File: src/rtl/load_store_unit_if.sv
// Signal bundle between the CPU datapath, the load/store unit and the data RAM.
interface load_store_unit_if;
    logic        req_valid;
    logic        req_ready;
    logic        req_write;
    logic [1:0]  req_size;
    logic        req_unsigned;
    logic [31:0] req_addr;
    logic [31:0] req_wdata;
    logic        resp_valid;
    logic [31:0] resp_rdata;
    logic        resp_error;
    logic        mem_we;
    logic [31:0] mem_a;
    logic [31:0] mem_wd;
    logic [3:0]  mem_write_byte_enable;
    logic [31:0] mem_rd;

    // Load/store unit side.
    modport slave (
        input  req_valid, req_write, req_size, req_unsigned, req_addr, req_wdata, mem_rd,
        output req_ready, resp_valid, resp_rdata, resp_error,
               mem_we, mem_a, mem_wd, mem_write_byte_enable
    );

    // Environment side: the requesting datapath plus the RAM read port.
    modport master (
        output req_valid, req_write, req_size, req_unsigned, req_addr, req_wdata, mem_rd,
        input  req_ready, resp_valid, resp_rdata, resp_error,
               mem_we, mem_a, mem_wd, mem_write_byte_enable
    );
endinterface

File: src/rtl/load_store_unit.sv
// Load/store unit: turns byte/halfword/word accesses at arbitrary byte addresses
// into one or two word-aligned RAM accesses, with lane masking on stores and
// sign/zero extension on loads.
module load_store_unit #(
    parameter bit MISALIGNED_TRAP = 1'b0
) (
    input  logic              clk,
    input  logic              rst,
    load_store_unit_if.slave  bus
);

    typedef enum logic [1:0] {IDLE, ACC0, ACC1, RESP} state_t;

    state_t      state;
    state_t      state_nxt;

    // Latched request and captured read words.
    logic        wr_q;
    logic [1:0]  size_q;
    logic        uns_q;
    logic [31:0] addr_q;
    logic [31:0] wdata_q;
    logic        err_q;
    logic [31:0] rd0_q;
    logic [31:0] rd1_q;

    logic        accept;
    logic        req_bad;
    logic [1:0]  off_q;
    logic        crossing_q;
    logic [7:0]  mask8;
    logic [63:0] wd64;
    logic [31:0] rd_win;
    logic [31:0] word_a;

    // Access width in bytes; the illegal encoding never reaches a memory access.
    function automatic logic [2:0] size_bytes(input logic [1:0] size);
        case (size)
            2'b00:   return 3'd1;
            2'b01:   return 3'd2;
            default: return 3'd4;
        endcase
    endfunction

    // True when the access spills past the end of its first word.
    function automatic logic crosses(input logic [1:0] size, input logic [1:0] off);
        logic [3:0] end_byte;
        end_byte = {2'b00, off} + {1'b0, size_bytes(size)};
        return end_byte > 4'd4;
    endfunction

    // Byte-lane mask across the two consecutive words touched by the access.
    function automatic logic [7:0] lane_mask(input logic [1:0] size, input logic [1:0] off);
        logic [7:0] base;
        case (size)
            2'b00:   base = 8'h01;
            2'b01:   base = 8'h03;
            default: base = 8'h0F;
        endcase
        return base << off;
    endfunction

    // Sign- or zero-extend the low bytes of a right-justified load value.
    function automatic logic [31:0] extend(input logic [31:0] raw, input logic [1:0] size,
                                           input logic uns);
        case (size)
            2'b00:   return uns ? {24'b0, raw[7:0]}  : {{24{raw[7]}},  raw[7:0]};
            2'b01:   return uns ? {16'b0, raw[15:0]} : {{16{raw[15]}}, raw[15:0]};
            default: return raw;
        endcase
    endfunction

    assign accept     = (state == IDLE) && bus.req_valid;
    assign req_bad    = (bus.req_size == 2'b11) ||
                        (MISALIGNED_TRAP && crosses(bus.req_size, bus.req_addr[1:0]));
    assign off_q      = addr_q[1:0];
    assign crossing_q = crosses(size_q, off_q);
    assign mask8      = lane_mask(size_q, off_q);
    assign wd64       = {32'b0, wdata_q} << {off_q, 3'b000};
    assign rd_win     = 32'({rd1_q, rd0_q} >> {off_q, 3'b000});
    assign word_a     = {addr_q[31:2], 2'b00};

    // State register.
    always_ff @(posedge clk or posedge rst) begin
        if (rst) state <= IDLE;
        else     state <= state_nxt;
    end

    // Latch the request on acceptance and capture RAM words during load accesses.
    always_ff @(posedge clk or posedge rst) begin
        if (rst) begin
            wr_q    <= 1'b0;
            size_q  <= 2'b00;
            uns_q   <= 1'b0;
            addr_q  <= 32'b0;
            wdata_q <= 32'b0;
            err_q   <= 1'b0;
            rd0_q   <= 32'b0;
            rd1_q   <= 32'b0;
        end else begin
            if (accept) begin
                wr_q    <= bus.req_write;
                size_q  <= bus.req_size;
                uns_q   <= bus.req_unsigned;
                addr_q  <= bus.req_addr;
                wdata_q <= bus.req_wdata;
                err_q   <= req_bad;
                rd0_q   <= 32'b0;
                rd1_q   <= 32'b0;
            end
            if (state == ACC0 && !wr_q) rd0_q <= bus.mem_rd;
            if (state == ACC1 && !wr_q) rd1_q <= bus.mem_rd;
        end
    end

    // Next-state selection.
    always_comb begin
        state_nxt = state;
        case (state)
            IDLE: if (accept) state_nxt = req_bad ? RESP : ACC0;
            ACC0: state_nxt = crossing_q ? ACC1 : RESP;
            ACC1: state_nxt = RESP;
            RESP: state_nxt = IDLE;
            default: state_nxt = IDLE;
        endcase
    end

    // Per-state outputs; everything idles at zero outside its owning state.
    always_comb begin
        bus.req_ready             = (state == IDLE);
        bus.mem_we                = 1'b0;
        bus.mem_a                 = 32'b0;
        bus.mem_wd                = 32'b0;
        bus.mem_write_byte_enable = 4'b0;
        bus.resp_valid            = 1'b0;
        bus.resp_error            = 1'b0;
        bus.resp_rdata            = 32'b0;
        case (state)
            ACC0: begin
                bus.mem_we                = wr_q;
                bus.mem_a                 = word_a;
                bus.mem_write_byte_enable = mask8[3:0];
                bus.mem_wd                = wd64[31:0];
            end
            ACC1: begin
                bus.mem_we                = wr_q;
                bus.mem_a                 = word_a + 32'd4;
                bus.mem_write_byte_enable = mask8[7:4];
                bus.mem_wd                = wd64[63:32];
            end
            RESP: begin
                bus.resp_valid = 1'b1;
                bus.resp_error = err_q;
                bus.resp_rdata = (!wr_q && !err_q) ? extend(rd_win, size_q, uns_q) : 32'b0;
            end
            default: ;
        endcase
    end

endmodule

File: src/flat_wrapper.sv
// flat-port wrapper written by rule: the top's interface ports become plain ports
module load_store_unit_flat 
#(
    parameter bit MISALIGNED_TRAP = 1'b0
)
  (clk, rst, bus_req_valid, bus_req_write, bus_req_size, bus_req_unsigned, bus_req_addr, bus_req_wdata, bus_mem_rd, bus_req_ready, bus_resp_valid, bus_resp_rdata, bus_resp_error, bus_mem_we, bus_mem_a, bus_mem_wd, bus_mem_write_byte_enable);
  load_store_unit_if bus_i ();
  input  logic clk;
  input  logic rst;
  input wire logic [$bits(bus_i.req_valid)-1:0] bus_req_valid;
  input wire logic [$bits(bus_i.req_write)-1:0] bus_req_write;
  input wire logic [$bits(bus_i.req_size)-1:0] bus_req_size;
  input wire logic [$bits(bus_i.req_unsigned)-1:0] bus_req_unsigned;
  input wire logic [$bits(bus_i.req_addr)-1:0] bus_req_addr;
  input wire logic [$bits(bus_i.req_wdata)-1:0] bus_req_wdata;
  input wire logic [$bits(bus_i.mem_rd)-1:0] bus_mem_rd;
  output wire logic [$bits(bus_i.req_ready)-1:0] bus_req_ready;
  output wire logic [$bits(bus_i.resp_valid)-1:0] bus_resp_valid;
  output wire logic [$bits(bus_i.resp_rdata)-1:0] bus_resp_rdata;
  output wire logic [$bits(bus_i.resp_error)-1:0] bus_resp_error;
  output wire logic [$bits(bus_i.mem_we)-1:0] bus_mem_we;
  output wire logic [$bits(bus_i.mem_a)-1:0] bus_mem_a;
  output wire logic [$bits(bus_i.mem_wd)-1:0] bus_mem_wd;
  output wire logic [$bits(bus_i.mem_write_byte_enable)-1:0] bus_mem_write_byte_enable;
  assign bus_i.req_valid = bus_req_valid;
  assign bus_i.req_write = bus_req_write;
  assign bus_i.req_size = bus_req_size;
  assign bus_i.req_unsigned = bus_req_unsigned;
  assign bus_i.req_addr = bus_req_addr;
  assign bus_i.req_wdata = bus_req_wdata;
  assign bus_i.mem_rd = bus_mem_rd;
  assign bus_req_ready = bus_i.req_ready;
  assign bus_resp_valid = bus_i.resp_valid;
  assign bus_resp_rdata = bus_i.resp_rdata;
  assign bus_resp_error = bus_i.resp_error;
  assign bus_mem_we = bus_i.mem_we;
  assign bus_mem_a = bus_i.mem_a;
  assign bus_mem_wd = bus_i.mem_wd;
  assign bus_mem_write_byte_enable = bus_i.mem_write_byte_enable;
  load_store_unit #(.MISALIGNED_TRAP(MISALIGNED_TRAP)) u_core (.clk(clk), .rst(rst), .bus(bus_i));
endmodule
File: config.mk
export PLATFORM = sky130hd
export DESIGN_NAME = load_store_unit_flat
export DESIGN_NICKNAME = d
export VERILOG_FILES = /design/src/rtl/load_store_unit_if.sv /design/src/rtl/load_store_unit.sv /design/src/flat_wrapper.sv
export SDC_FILE = /design/constraint.sdc
export NUM_CORES = 1
export LEC_CHECK = 0
export BUFFER_PORTS_ARGS = -buffer_cell sky130_fd_sc_hd__buf_2
export CELL_PAD_IN_SITES_DETAIL_PLACEMENT = 1
export CELL_PAD_IN_SITES_GLOBAL_PLACEMENT = 2
export CORE_MARGIN = 5
export CORE_UTILIZATION = 33
export CTS_CLUSTER_DIAMETER = 100
export DETAILED_ROUTE_END_ITERATION = 10
export PLACE_DENSITY = 0.87
export SKIP_CTS_REPAIR_TIMING = 1
export SLEW_MARGIN = 20
export SYNTH_ARGS = -nofsm -noshare
export SYNTH_HDL_FRONTEND = slang
export SYNTH_SLANG_ARGS = --single-unit
File: constraint.sdc
create_clock -name clk -period 4.55 [get_ports clk]
set_input_delay 0.455 -clock clk [delete_from_list [all_inputs] [get_ports clk]]
set_output_delay 0.455 -clock clk [all_outputs]
set_load 0.01 [all_outputs]
Yosys cells after proc, flatten, opt, wreduce, memory -nomap -nowiden

Index checks and enable logic that the tools add are counted.

Register bits: 135
Input bits: 103
Output and inout port bits: 104
Logic and storage cells: 52

Add/subtract/negate cells: 2
Order comparisons: 1
Equal/unequal tests: 6
Shifts and indexed selects: 3
Mux-type cells: 20
Reductions and logical operators: 11

Operators by type and width:

| operator                                                                        | number |
|---|---|
| 32-bit 2-to-1 mux                                                               | 7 |
| 32-bit one-hot mux with 2 select lines                                          | 3 |
| 32-bit by 5-bit << shifter with 64-bit output                                   | 1 |
| 64-bit by 5-bit right shift with 32-bit output                                  | 1 |
| 32-bit by 3-bit adder with 32-bit output, second input constant                 | 1 |
| 4-bit one-hot mux with 2 select lines                                           | 2 |
| 2-bit one-hot mux with 4 select lines                                           | 1 |
| 4-bit by 2-bit << shifter with 8-bit output                                     | 1 |
| 2-bit equality test, second input constant                                      | 3 |
| 3-bit one-hot mux with 2 select lines                                           | 1 |
| 2-bit by 3-bit adder with 4-bit output                                          | 1 |
| 2-bit by 1-bit equality test with 1-bit output, second input constant           | 2 |
| 4-bit by 3-bit greater-than comparator with 1-bit output, second input constant | 1 |
| 1-bit logical AND                                                               | 4 |
| 2-bit logical NOT                                                               | 2 |
| 1-bit 2-to-1 mux                                                                | 4 |
| 2-bit 2-to-1 mux                                                                | 2 |
| 2-bit nonzero test                                                              | 2 |
| 1-bit logical NOT                                                               | 2 |
| 2-bit by 1-bit inequality test with 1-bit output, second input constant         | 1 |
| 2-bit OR reduction                                                              | 1 |

Logic depth before layout (Yosys ltp)

Gate-level depths: netlist (run 1).

Word-level depth: 6
Mapped depth: 10
Mapped depth without buffers: 8

Least setup slack after synthesis (run 1)

Ideal clock, no wire load.

Kind: register to output
Start: register u_core.addr_q[2]
End: output bus_mem_a[16]
Data arrival time: 1.798 ns
Data required time: 4.095 ns
Setup slack: 2.297 ns
Stages on the path, launching flop included: 8
Path buffers: 2
Cells stage by stage: dfrtp_1 ha_1 and4_1 clkbuf_1 and3_1 buf_2 a31o_2 a31oi_1

Longest elaborated chain between the ends: 2

RTL lines:

| what                                     | RTL line               | source |
|---|---|---|
| start: declaration                       | load_store_unit.sv:21  | `logic [31:0] addr_q;` |
| start signal: assignment                 | load_store_unit.sv:105 | `addr_q <= bus.req_addr;` |
| 32-bit by 3-bit adder with 32-bit output | load_store_unit.sv:147 | `bus.mem_a = word_a + 32'd4;` |
| 32-bit one-hot mux with 2 select lines   | load_store_unit.sv:138 | `case (state)` |
| end: declaration                         | flat_wrapper.sv:22     | `output wire logic [$bits(bus_i.mem_a)-1:0] bus_mem_a;` |

Every way passes these cells.

Final worst setup path (run 1)

Start: register u_core.addr_q[0]
End: output bus_mem_wd[23]

Longest elaborated chain between the ends: 2

RTL lines:

| what                                          | RTL line               | source |
|---|---|---|
| 32-bit by 5-bit << shifter with 64-bit output | load_store_unit.sv:79  | `assign wd64 = {32'b0, wdata_q} << {off_q, 3'b000};` |
| 32-bit one-hot mux with 2 select lines        | load_store_unit.sv:138 |  |
| end: declaration                              | flat_wrapper.sv:23     | `output wire logic [$bits(bus_i.mem_wd)-1:0] bus_mem_wd;` |

Every way passes these cells.

==> impl_metrics.py, run 1 <==
metrics = {
    "clocking": {
        "cts_buffers": 17,
        "htreeDepth": 4,
        "clkTransAtPathRegs_ns": 0.07,
        "worstSkewPairLatency_ns": 0.42,
        "clkSinkCount": 127,
        "clock_path_buffers": 2,
        "cts_tree": "done",
        "root_buffer": "clkbuf_16",
    },
    "sta": {
        "setup_slack_ns": 1.147,
        "finalSetupViolCount": 0,
        "rsz0062_at_grt": "no",
        "fin_tns_setup_ns": 0,
        "tightest_slew_ns": 0.9808,
        "max-slew-margin-rel": 0.3446,
        "post-route-period-util": 0.7480,
        "min_period_ns": 3.403,
        "max_freq_mhz": 293.8,
        "fin_skew_ns": 0.01050,
        "final_max_slew_viol_count": 0,
        "hold_violations": 0,
    },
    "layout": {
        "mostFrequentLayoutCells": "buf_2, dfrtp_1, mux2_2, a22o_1, nor2_1",
        "fin_util": 0.4079,
        "layout_commonest_cell": "buf_2",
        "num-fill-cells": 2816,
        "final_area_sq_um": 9832,
        "final_layout_size_suffix_gt1_frac": 0.3764,
        "area_growth_pct": 22.99,
        "final_cells": 1292,
        "final_nets": 1066,
    },
    "setup_path": {
        "reg2reg_depth": 8,
        "r2r-end": "u_core.state[0]",
        "worst_path_max_delay_cell": "dfrtp_4",
        "reg2reg_from": "u_core.size_q[1]",
        "critPathLaunchType": "register",
        "crit_buf_inv": 2,
        "cp_max_fo": 47,
        "crit_chain": "buf_4 > nor2b_1 > and2_1 > a222oi_1 > nor2_1 > buf_2",
        "crit_family": "buffers and inverters",
        "slowest_delay_ns": 0.75,
        "crit_path_end_kind": "output pin",
        "reg2reg_slack_ns": 2.23,
        "criticalPathCategory": "register to output pin",
        "cp_data_required_time_ns": 4.09,
        "crit_arrival_ns": 2.95,
    },
    "place": {
        "hpwlAfterDp_um": 19050,
        "gp_congestion": 0.8320,
        "io_buffer_count": 204,
        "dp_slack_ns": 1.599,
        "dp.cells": 1259,
        "dpl_cell_area_sq_um": 9208,
    },
    "floorplanning": {
        "coreArea_sq_um": 24110,
        "io_pins": 207,
        "die_h_um": 165.6,
        "die_width_um": 165.6,
        "dieArea_sq_um": 27440,
        "start_util": 0.3316,
        "rows": 57,
    },
    "pwr": {
        "switchingPower_uw": 3518,
        "p_per_area_nw_per_um2": 802.1,
        "p_sw_frac": 0.4461,
        "seq_power_share": 0.314,
        "ir_worst_vdd_mv": 0.3207,
        "pwr-share-comb": 0.500,
        "p_leak_uw": 0.004651,
        "p_int_uw": 4368,
        "p_clk_frac": 0.185,
    },
    "grt": {
        "use_met3": 0.04862,
        "track_usage": 0.1953,
        "grt_overflow_total": 0,
        "busiest_layer": "met2",
        "grt_start_max_net_pins": 85,
        "antenna_found_initial": 5,
        "grt_pass1_vias": 7578,
        "met2_usage": 0.3171,
        "grt_pass1_wl_um": 43900,
        "met1_usage": 0.2652,
    },
    "job": {
        "cap_violations": 0,
    },
    "synth": {
        "synth_top_area_frac": 0.3976,
        "synth-edff-count": 0,
        "synthCells": 794,
        "ys_types": 56,
        "synth_seq_cells": 127,
        "yosysSeqAreaShare": 0.3976,
        "netlist.top_cell.by_area": "dfrtp_1",
        "synthTopCellsByArea": "dfrtp_1, mux2_2, a22o_1",
        "synthArstFlopShare": 1.000,
        "synth_area_sq_um": 7994,
        "ys.flop_type": "dfrtp_1",
        "avgSynthCellArea_sq_um": 10.07,
        "yosys_warnings": 0,
    },
    "drt": {
        "drc": 0,
        "wl_per_cell_um": 20.97,
        "ant_nets": 0,
        "vias": 7202,
        "wirelength_um": 27100,
        "firstDrtPassIters": 5,
        "drt-initial-drc-count": 574,
        "vias_per_cell": 5.574,
    },
    "run_status": {
        "outcome": "completed",
    },
    "min_path": {
        "min_path_type": "input pin to asynchronous set/reset pin",
    },
}
## kinds of logic after synthesis
family / after synthesis / share of synthesized area
and+or+nand+nor: 191 / 0.1202
muxes: 137 / 0.1949
adders and majority gates: 9 / 0.01503
DFF: 127 / 0.3976
buffers and inverters: 88 / 0.04883
AOI/OAI and AO/OA: 239 / 0.2209
xor gates and xnor gates: 2 / 0.002192
other: 1 / 0.0004691
## worst max-delay path by stage
| stage | from | end | slack, ns | depth (start not counted) |
|---|---|---|---|---|
| after global routing | u_core.addr_q[0] | bus_mem_wd[23] | 0.97 | 6 |
| after CTS | u_core.addr_q[1] | bus_resp_rdata[19] | 1.13 | 5 |
| final | u_core.addr_q[0] | bus_mem_wd[23] | 1.15 | 6 |
| after floorplan | rst | u_core.addr_q[0] | 0.71 | 1 |
| after global placement | u_core.addr_q[1] | bus_mem_wd[21] | 1.66 | 5 |
| after detailed placement | u_core.addr_q[1] | bus_resp_rdata[19] | 1.60 | 5 |
## routing by layer
metal	wire length, um	share of wire	vias up
met2	12960	0.48	223
met3	1492	0.055	27
met4	333	0.012	8
met5	47	0.0017	-
li1	-	-	3322
met1	12260	0.45	3622
## cell type report
class	instances	area (sq um)	area share
clock buffers	17	425.4	0.04327
inverters	13	51.30	0.005218
well taps	324	405.4	0.04123
repair buffers	215	1116	0.1135
diodes	1	2.502	0.0002545
flip-flops and latches	127	3186	0.3240
clock inverters	15	196.4	0.01998
multi-input cells	580	4449	0.4525
## worst register-to-register path: cells and delay by family, from the launching register on
kind | cells | cell delay [ns]
flip-flops | 1 | 0.65
adder cells (fa/ha/maj) | 2 | 0.60
AND/OR/NAND/NOR | 1 | 0.34
AO/OA/AOI/OAI | 3 | 0.34
XOR/XNOR | 1 | 0.15
buffers and inverters | 1 | 0.11
## cells in the mapped netlist, types with 3 or more instances
cell type  number
a222oi_1        8
nor4_1          3
a22o_1         72
buf_1           5
o21ai_2        10
buf_4           4
and4_1         10
a311oi_1        3
inv_1          12
buf_2          22
o31a_1          3
or3_1           4
nor3_1          7
mux4_2          6
nor2b_1        19
o21ai_0        32
ha_1            8
a21oi_1        39
and2_1          8
nand3_1        19
a22oi_1         8
a211oi_1       17
a41oi_1         5
a31oi_1        13
nand4_1        12
dfrtp_1       127
nand2_1        44
nor2_1         52
a31o_2          3
mux2i_1        45
a21o_1          5
o22a_1          8
clkbuf_1       40
and3_1          5
mux2_2         85
a32oi_1         3
## flip-flops by register name (all words and copies together), names as in the netlist
register and cells:
u_core.err_q 1, u_core.size_q 2, u_core.rd1_q 24, u_core.uns_q 1, u_core.rd0_q 32, u_core.wr_q 1
u_core.state 2, u_core.addr_q 32, u_core.wdata_q 32
## power groups by stage
stage	Clock [uW]	Combinational [uW]	Sequential (uW)
floorplan	0	3070	2060
global placement	0	3860	2450
detailed placement	0	3950	2470
CTS	1490	3980	2460
global route	1550	4340	2570
finish	1460	3940	2480
## stage by stage
| step | total power [uW] | hold WS, ns |
|---|---|---|
| finish | 7886 | 0.09238 |
| detailed placement | 6426 | 0.4771 |
| global route | 8461 | 0.1376 |
| floorplan | 5133 | 0.4584 |
| global placement | 6312 | 0.4749 |
| CTS | 7927 | 0.1033 |
Power figures use the tool's default switching activity.
==> inputs of run 2 (changes only) <==
--- a/config.mk
+++ b/config.mk
@@ -9,10 +9,10 @@
 export CELL_PAD_IN_SITES_DETAIL_PLACEMENT = 1
 export CELL_PAD_IN_SITES_GLOBAL_PLACEMENT = 2
 export CORE_MARGIN = 5
-export CORE_UTILIZATION = 33
+export CORE_UTILIZATION = 30
 export CTS_CLUSTER_DIAMETER = 100
 export DETAILED_ROUTE_END_ITERATION = 10
-export PLACE_DENSITY = 0.87
+export PLACE_DENSITY = 0.83
 export SKIP_CTS_REPAIR_TIMING = 1
 export SLEW_MARGIN = 20
 export SYNTH_ARGS = -nofsm -noshare
==> constraint.sdc (replaced) <==
create_clock -name clk -period 2.8 [get_ports clk]
set_input_delay 0.28 -clock clk [delete_from_list [all_inputs] [get_ports clk]]
set_output_delay 0.28 -clock clk [all_outputs]
set_load 0.01 [all_outputs]
==> impl_metrics.py, run 2 (synthesis gave the netlist of run 1 again) <==
metrics = {
    "clocking": {
        "cts_buffers": 17,
        "root_buffer": "clkbuf_16",
        "clkSinkCount": 127,
        "cts_tree": "done",
        "worstSkewPairLatency_ns": 0.43,
        "htreeDepth": 4,
        "clock_path_buffers": 2,
        "clkTransAtPathRegs_ns": 0.07,
    },
    "sta": {
        "fin_skew_ns": 0.01334,
        "hold_violations": 0,
        "min_period_ns": 2.702,
        "max_freq_mhz": 370.2,
        "finalSetupViolCount": 0,
        "final_max_slew_viol_count": 0,
        "max-slew-margin-rel": 0.4155,
        "post-route-period-util": 0.9648,
        "tightest_slew_ns": 0.8749,
    },
    "floorplanning": {
        "dieArea_sq_um": 30010,
        "io_pins": 207,
        "die_h_um": 173.2,
        "rows": 59,
        "die_width_um": 173.2,
        "coreArea_sq_um": 26130,
        "start_util": 0.3059,
    },
    "setup_path": {
        "crit_arrival_ns": 2.42,
        "slowest_delay_ns": 0.41,
        "worst_path_max_delay_cell": "dfrtp_1",
        "crit_path_end_kind": "output pin",
        "critPathLaunchType": "register",
        "cp_max_fo": 12,
        "reg2reg_depth": 7,
        "crit_chain": "inv_1 > ha_1 > buf_4 > and2_2 > a22o_1 > a222oi_1 > nor2_1 > buf_2",
        "criticalPathCategory": "register to output pin",
        "reg2reg_from": "u_core.size_q[0]",
        "cp_data_required_time_ns": 2.52,
        "setup.worst_path.start": "u_core.state[0]",
    },
    "drt": {
        "vias": 7348,
        "drc": 0,
        "wirelength_um": 28400,
        "ant_nets": 0,
        "wl_per_cell_um": 21.46,
        "vias_per_cell": 5.554,
        "drt-initial-drc-count": 543,
        "firstDrtPassIters": 7,
    },
    "layout": {
        "area_growth_pct": 25.67,
        "final_area_sq_um": 10050,
        "diodes": 0,
        "final_layout_size_suffix_gt1_frac": 0.3978,
        "mostFrequentLayoutCells": "buf_2, dfrtp_1, mux2_2, a22o_1, nor2_1",
        "layout_commonest_cell": "buf_2",
        "final_cells": 1323,
        "fin_util": 0.3844,
        "num-fill-cells": 2999,
        "reg_top3": "u_core.addr_q x32, u_core.rd0_q x32, u_core.wdata_q x32",
        "final_nets": 1087,
    },
    "place": {
        "dp.cells": 1289,
        "hpwlAfterDp_um": 20260,
        "io_buffer_count": 204,
        "dpl_cell_area_sq_um": 9415,
        "gp_congestion": 0.8337,
    },
    "grt": {
        "grt_start_max_net_pins": 44,
        "grt_pass1_wl_um": 44480,
        "grt_overflow_total": 0,
        "antenna_found_initial": 7,
        "track_usage": 0.1849,
        "grt_pass1_vias": 7738,
    },
    "min_path": {
        "min_path_type": "input pin to asynchronous set/reset pin",
    },
    "pwr": {
        "ir_worst_vdd_mv": 0.4980,
        "p_per_area_nw_per_um2": 1292,
        "p_leak_uw": 0.004748,
        "power_uw": 12980,
    },
    "job": {
        "cap_violations": 0,
    },
    "run_status": {
        "outcome": "completed",
    },
}
==> run 2: cell types whose count changed in the layout (fill, tap and decap cells not counted), moves of 2 or more <==
cell / previous run / this run
and2_1: 8 / 5
and2_2: 0 / 3
buf_12: 1 / 5
buf_4: 10 / 27
clkinv_4: 1 / 3
clkinvlp_4: 3 / 5
ha_1: 8 / 6
ha_2: 0 / 2
inv_6: 6 / 3
==> run 2: final cells by class <==
type	count	area (sq um)	share of cell area
Timing Repair Buffer	236	1324	0.1318
Clock buffer	18	439.2	0.04372
Multi-Input combinational cell	580	4466	0.4445
Sequential cell	127	3187	0.3172
Tap cell	335	419.2	0.04172
Clock inverter	14	158.9	0.01582
Inverter	13	52.55	0.005231
==> run 2: path summary, 6_finish.rpt <==
| kind | end | slack [ns] |
|---|---|---|
| max in group asynchronous | u_core.rd0_q[5] | 2.01 |
| setup / recovery | bus_mem_wd[22] | 0.1 |
| hold reg to reg | u_core.rd0_q[2] | 0.50 |
| min in group clk | u_core.rd0_q[30] | 0.07 |
| setup reg to reg | u_core.state[0] | 0.51 |
| hold / removal | u_core.rd0_q[27] | 0.02 |
==> run 2: critical path, delay by kind of cell, from the launching register on <==
family          cells  cell delay [ns]
buf+inv             3             0.42
fa+ha+maj           1             0.21
flops               1             0.41
compound gates      2             0.58
simple gates        2             0.35
==> run 2: per-stage QoR <==
stage | setup slack, ns | TNS (ns) | hold WS [ns]
3_5_place_dp | 0.4813 | 0 | 0.4735
5_1_grt | -0.004163 | -0.004163 | 0.05725
6_report | 0.09846 | 0 | 0.02205
4_1_cts | -0.009728 | -0.009728 | 0.04323
3_3_place_gp | 0.4766 | 0 | 0.4773
2_1_floorplan | 0.7223 | 0 | 0.4160
==> run 2: report_power, final <==
| group | switching, uW | total (uW) | internal [uW] |
|---|---|---|---|
| logic | 3790 | 6890 | 3100 |
| registers | 1060 | 3800 | 2740 |
| clock network | 943 | 2290 | 1350 |
| total | 5790 | 13000 | 7180 |
==> run 2: per-layer routing <==
layer  wire length (um)  vias up  global-route usage
met4                289       14             0.04223
li1                   -     3375                   -
met1              12110     3690              0.2349
met2              13670      236              0.3050
met3               2227       33             0.06412
met5                 96        -                   0
==> inputs of run 3 (changes only) <==
==> constraint.sdc (replaced) <==
create_clock -name clk -period 2.8 [get_ports clk]
set_input_delay 0.42 -clock clk [delete_from_list [all_inputs] [get_ports clk]]
set_output_delay 0.42 -clock clk [all_outputs]
set_load 0.01 [all_outputs]
==> impl_metrics.py, run 3 (synthesis gave the netlist of run 1 again) <==
metrics = {
    "pwr": {
        "ir_worst_vdd_mv": 0.5208,
        "power_uw": 13210,
        "p_leak_uw": 0.004831,
        "p_per_area_nw_per_um2": 1294,
    },
    "place": {
        "io_buffer_count": 204,
        "gp_congestion": 0.8345,
        "dp.cells": 1294,
        "hpwlAfterDp_um": 20840,
        "dpl_cell_area_sq_um": 9440,
        "dp_slack_ns": 0.3134,
    },
    "sta": {
        "post-route-period-util": 0.9929,
        "finalSetupViolCount": 0,
        "final_max_slew_viol_count": 0,
        "max-slew-margin-rel": 0.4895,
        "hold_violations": 0,
        "rsz0062_at_grt": "yes",
        "fin_skew_ns": 0.009611,
        "max_freq_mhz": 359.7,
        "tightest_slew_ns": 0.7642,
        "min_period_ns": 2.780,
        "setup_slack_ns": 0.01994,
    },
    "job": {
        "cap_violations": 0,
    },
    "layout": {
        "final_cells": 1342,
        "num-fill-cells": 3057,
        "layout_commonest_cell": "buf_2",
        "reg_top3": "u_core.addr_q x32, u_core.rd0_q x32, u_core.wdata_q x32",
        "seq_area_sq_um": 3188,
        "final_nets": 1105,
        "final_layout_size_suffix_gt1_frac": 0.4165,
        "fin_util": 0.3906,
        "final_area_sq_um": 10210,
        "multi_input_area_sq_um": 4509,
        "mostFrequentLayoutCells": "buf_2, dfrtp_1, mux2_2, a22o_1, nor2_1",
        "area_growth_pct": 27.70,
    },
    "drt": {
        "drt-initial-drc-count": 521,
        "vias_per_cell": 5.574,
        "firstDrtPassIters": 6,
        "wl_per_cell_um": 21.73,
        "ant_nets": 0,
        "drc": 0,
        "wirelength_um": 29160,
        "vias": 7480,
    },
    "setup_path": {
        "reg2reg_depth": 7,
        "cp_max_fo": 9,
        "slowest_delay_ns": 0.54,
        "reg2reg_from": "u_core.size_q[0]",
        "crit_buf_inv": 2,
        "cp_data_required_time_ns": 2.38,
        "critPathLaunchType": "register",
        "crit_family": "flip-flops",
        "criticalPathCategory": "register to output pin",
        "crit_chain": "mux2_4 > a222oi_1 > or4_4 > buf_4 > o21ai_2 > buf_2",
        "crit_arrival_ns": 2.36,
        "r2r-end": "u_core.state[0]",
        "crit_path_end_kind": "output pin",
        "reg2reg_slack_ns": 0.66,
        "worst_path_max_delay_cell": "dfrtp_4",
    },
    "grt": {
        "met1_usage": 0.2415,
        "grt_start_max_net_pins": 54,
        "busiest_layer": "met2",
        "antenna_found_initial": 3,
        "grt_pass1_vias": 7774,
        "grt_overflow_total": 0,
        "track_usage": 0.1882,
        "grt_pass1_wl_um": 45620,
        "met2_usage": 0.3158,
        "use_met3": 0.06063,
    },
    "clocking": {
        "clkSinkCount": 127,
        "cts_buffers": 17,
        "worstSkewPairLatency_ns": 0.43,
        "clkTransAtPathRegs_ns": 0.07,
        "htreeDepth": 4,
        "cts_tree": "done",
        "root_buffer": "clkbuf_16",
        "clock_path_buffers": 2,
    },
    "floorplanning": {
        "die_width_um": 173.2,
        "coreArea_sq_um": 26130,
        "start_util": 0.3059,
        "die_h_um": 173.2,
        "dieArea_sq_um": 30010,
        "io_pins": 207,
        "rows": 59,
    },
    "min_path": {
        "min_path_type": "input pin to asynchronous set/reset pin",
    },
    "run_status": {
        "outcome": "completed",
    },
}
-- run 3: changes by cell type in the layout (fill, tap and decap cells not counted), moves of 2 or more --
| cell | before | now |
|---|---|---|
| and2_4 | 0 | 3 |
| and2_2 | 3 | 0 |
| inv_1 | 11 | 9 |
| ha_4 | 0 | 2 |
| buf_6 | 0 | 2 |
| bufinv_16 | 2 | 0 |
| inv_2 | 0 | 2 |
| buf_4 | 27 | 41 |
| inv_6 | 3 | 6 |
-- run 3: cell type report --
type / instances / area share
flip-flops and latches: 127 / 0.3123
clock buffers: 17 / 0.04167
clock inverters: 15 / 0.01238
diodes: 1 / 0.0002451
repair buffers: 254 / 0.1455
well taps: 335 / 0.04106
multi-input cells: 580 / 0.4417
inverters: 13 / 0.005148
-- run 3: through the flow --
step / setup TNS (ns) / hold slack (ns)
4_1_cts: -2.807 / 0.1156
3_5_place_dp: 0 / 0.4812
6_report: 0 / 0.1173
3_3_place_gp: 0 / 0.4749
2_1_floorplan: 0 / 0.4584
5_1_grt: -0.3734 / 0.1461
-- run 3: worst max-delay path by stage --
| stage | slack (ns) | startpoint | to | depth (start not counted) |
|---|---|---|---|---|
| floorplan | 0.58 | u_core.addr_q[2] | bus_mem_a[16] | 7 |
| global placement | 0.39 | u_core.addr_q[3] | bus_mem_a[12] | 6 |
| detailed placement | 0.31 | u_core.addr_q[3] | bus_mem_a[12] | 6 |
| CTS | -0.19 | u_core.addr_q[3] | bus_mem_a[12] | 6 |
| global route | -0.05 | u_core.addr_q[1] | bus_resp_rdata[20] | 6 |
| finish | 0.02 | u_core.addr_q[1] | bus_resp_rdata[29] | 6 |
-- run 3: layer usage --
metal / share of wire / wire length [um] / vias to the layer above
li1: - / - / 3395
met1: 0.44 / 12740 / 3798
met2: 0.48 / 14100 / 263
met3: 0.071 / 2064 / 18
met4: 0.0072 / 210 / 6
met5: 0.0014 / 41 / -
-- run 3: worst register-to-register path: stages, from the launching register on --
cell     delay (ns)
dfrtp_1        0.47
or2_2          0.44
inv_1          0.13
ha_1           0.19
fa_1           0.41
o21ai_0        0.18
a21oi_1        0.09
a21oi_1        0.15
-- run 3: report_power, final --
group	switching [uW]	internal (uW)	leakage, uW	total [uW]
combinational	3960	3320	0.00300	7280
clock	966	1160	0.000264	2120
sequential	1070	2740	0.00156	3810
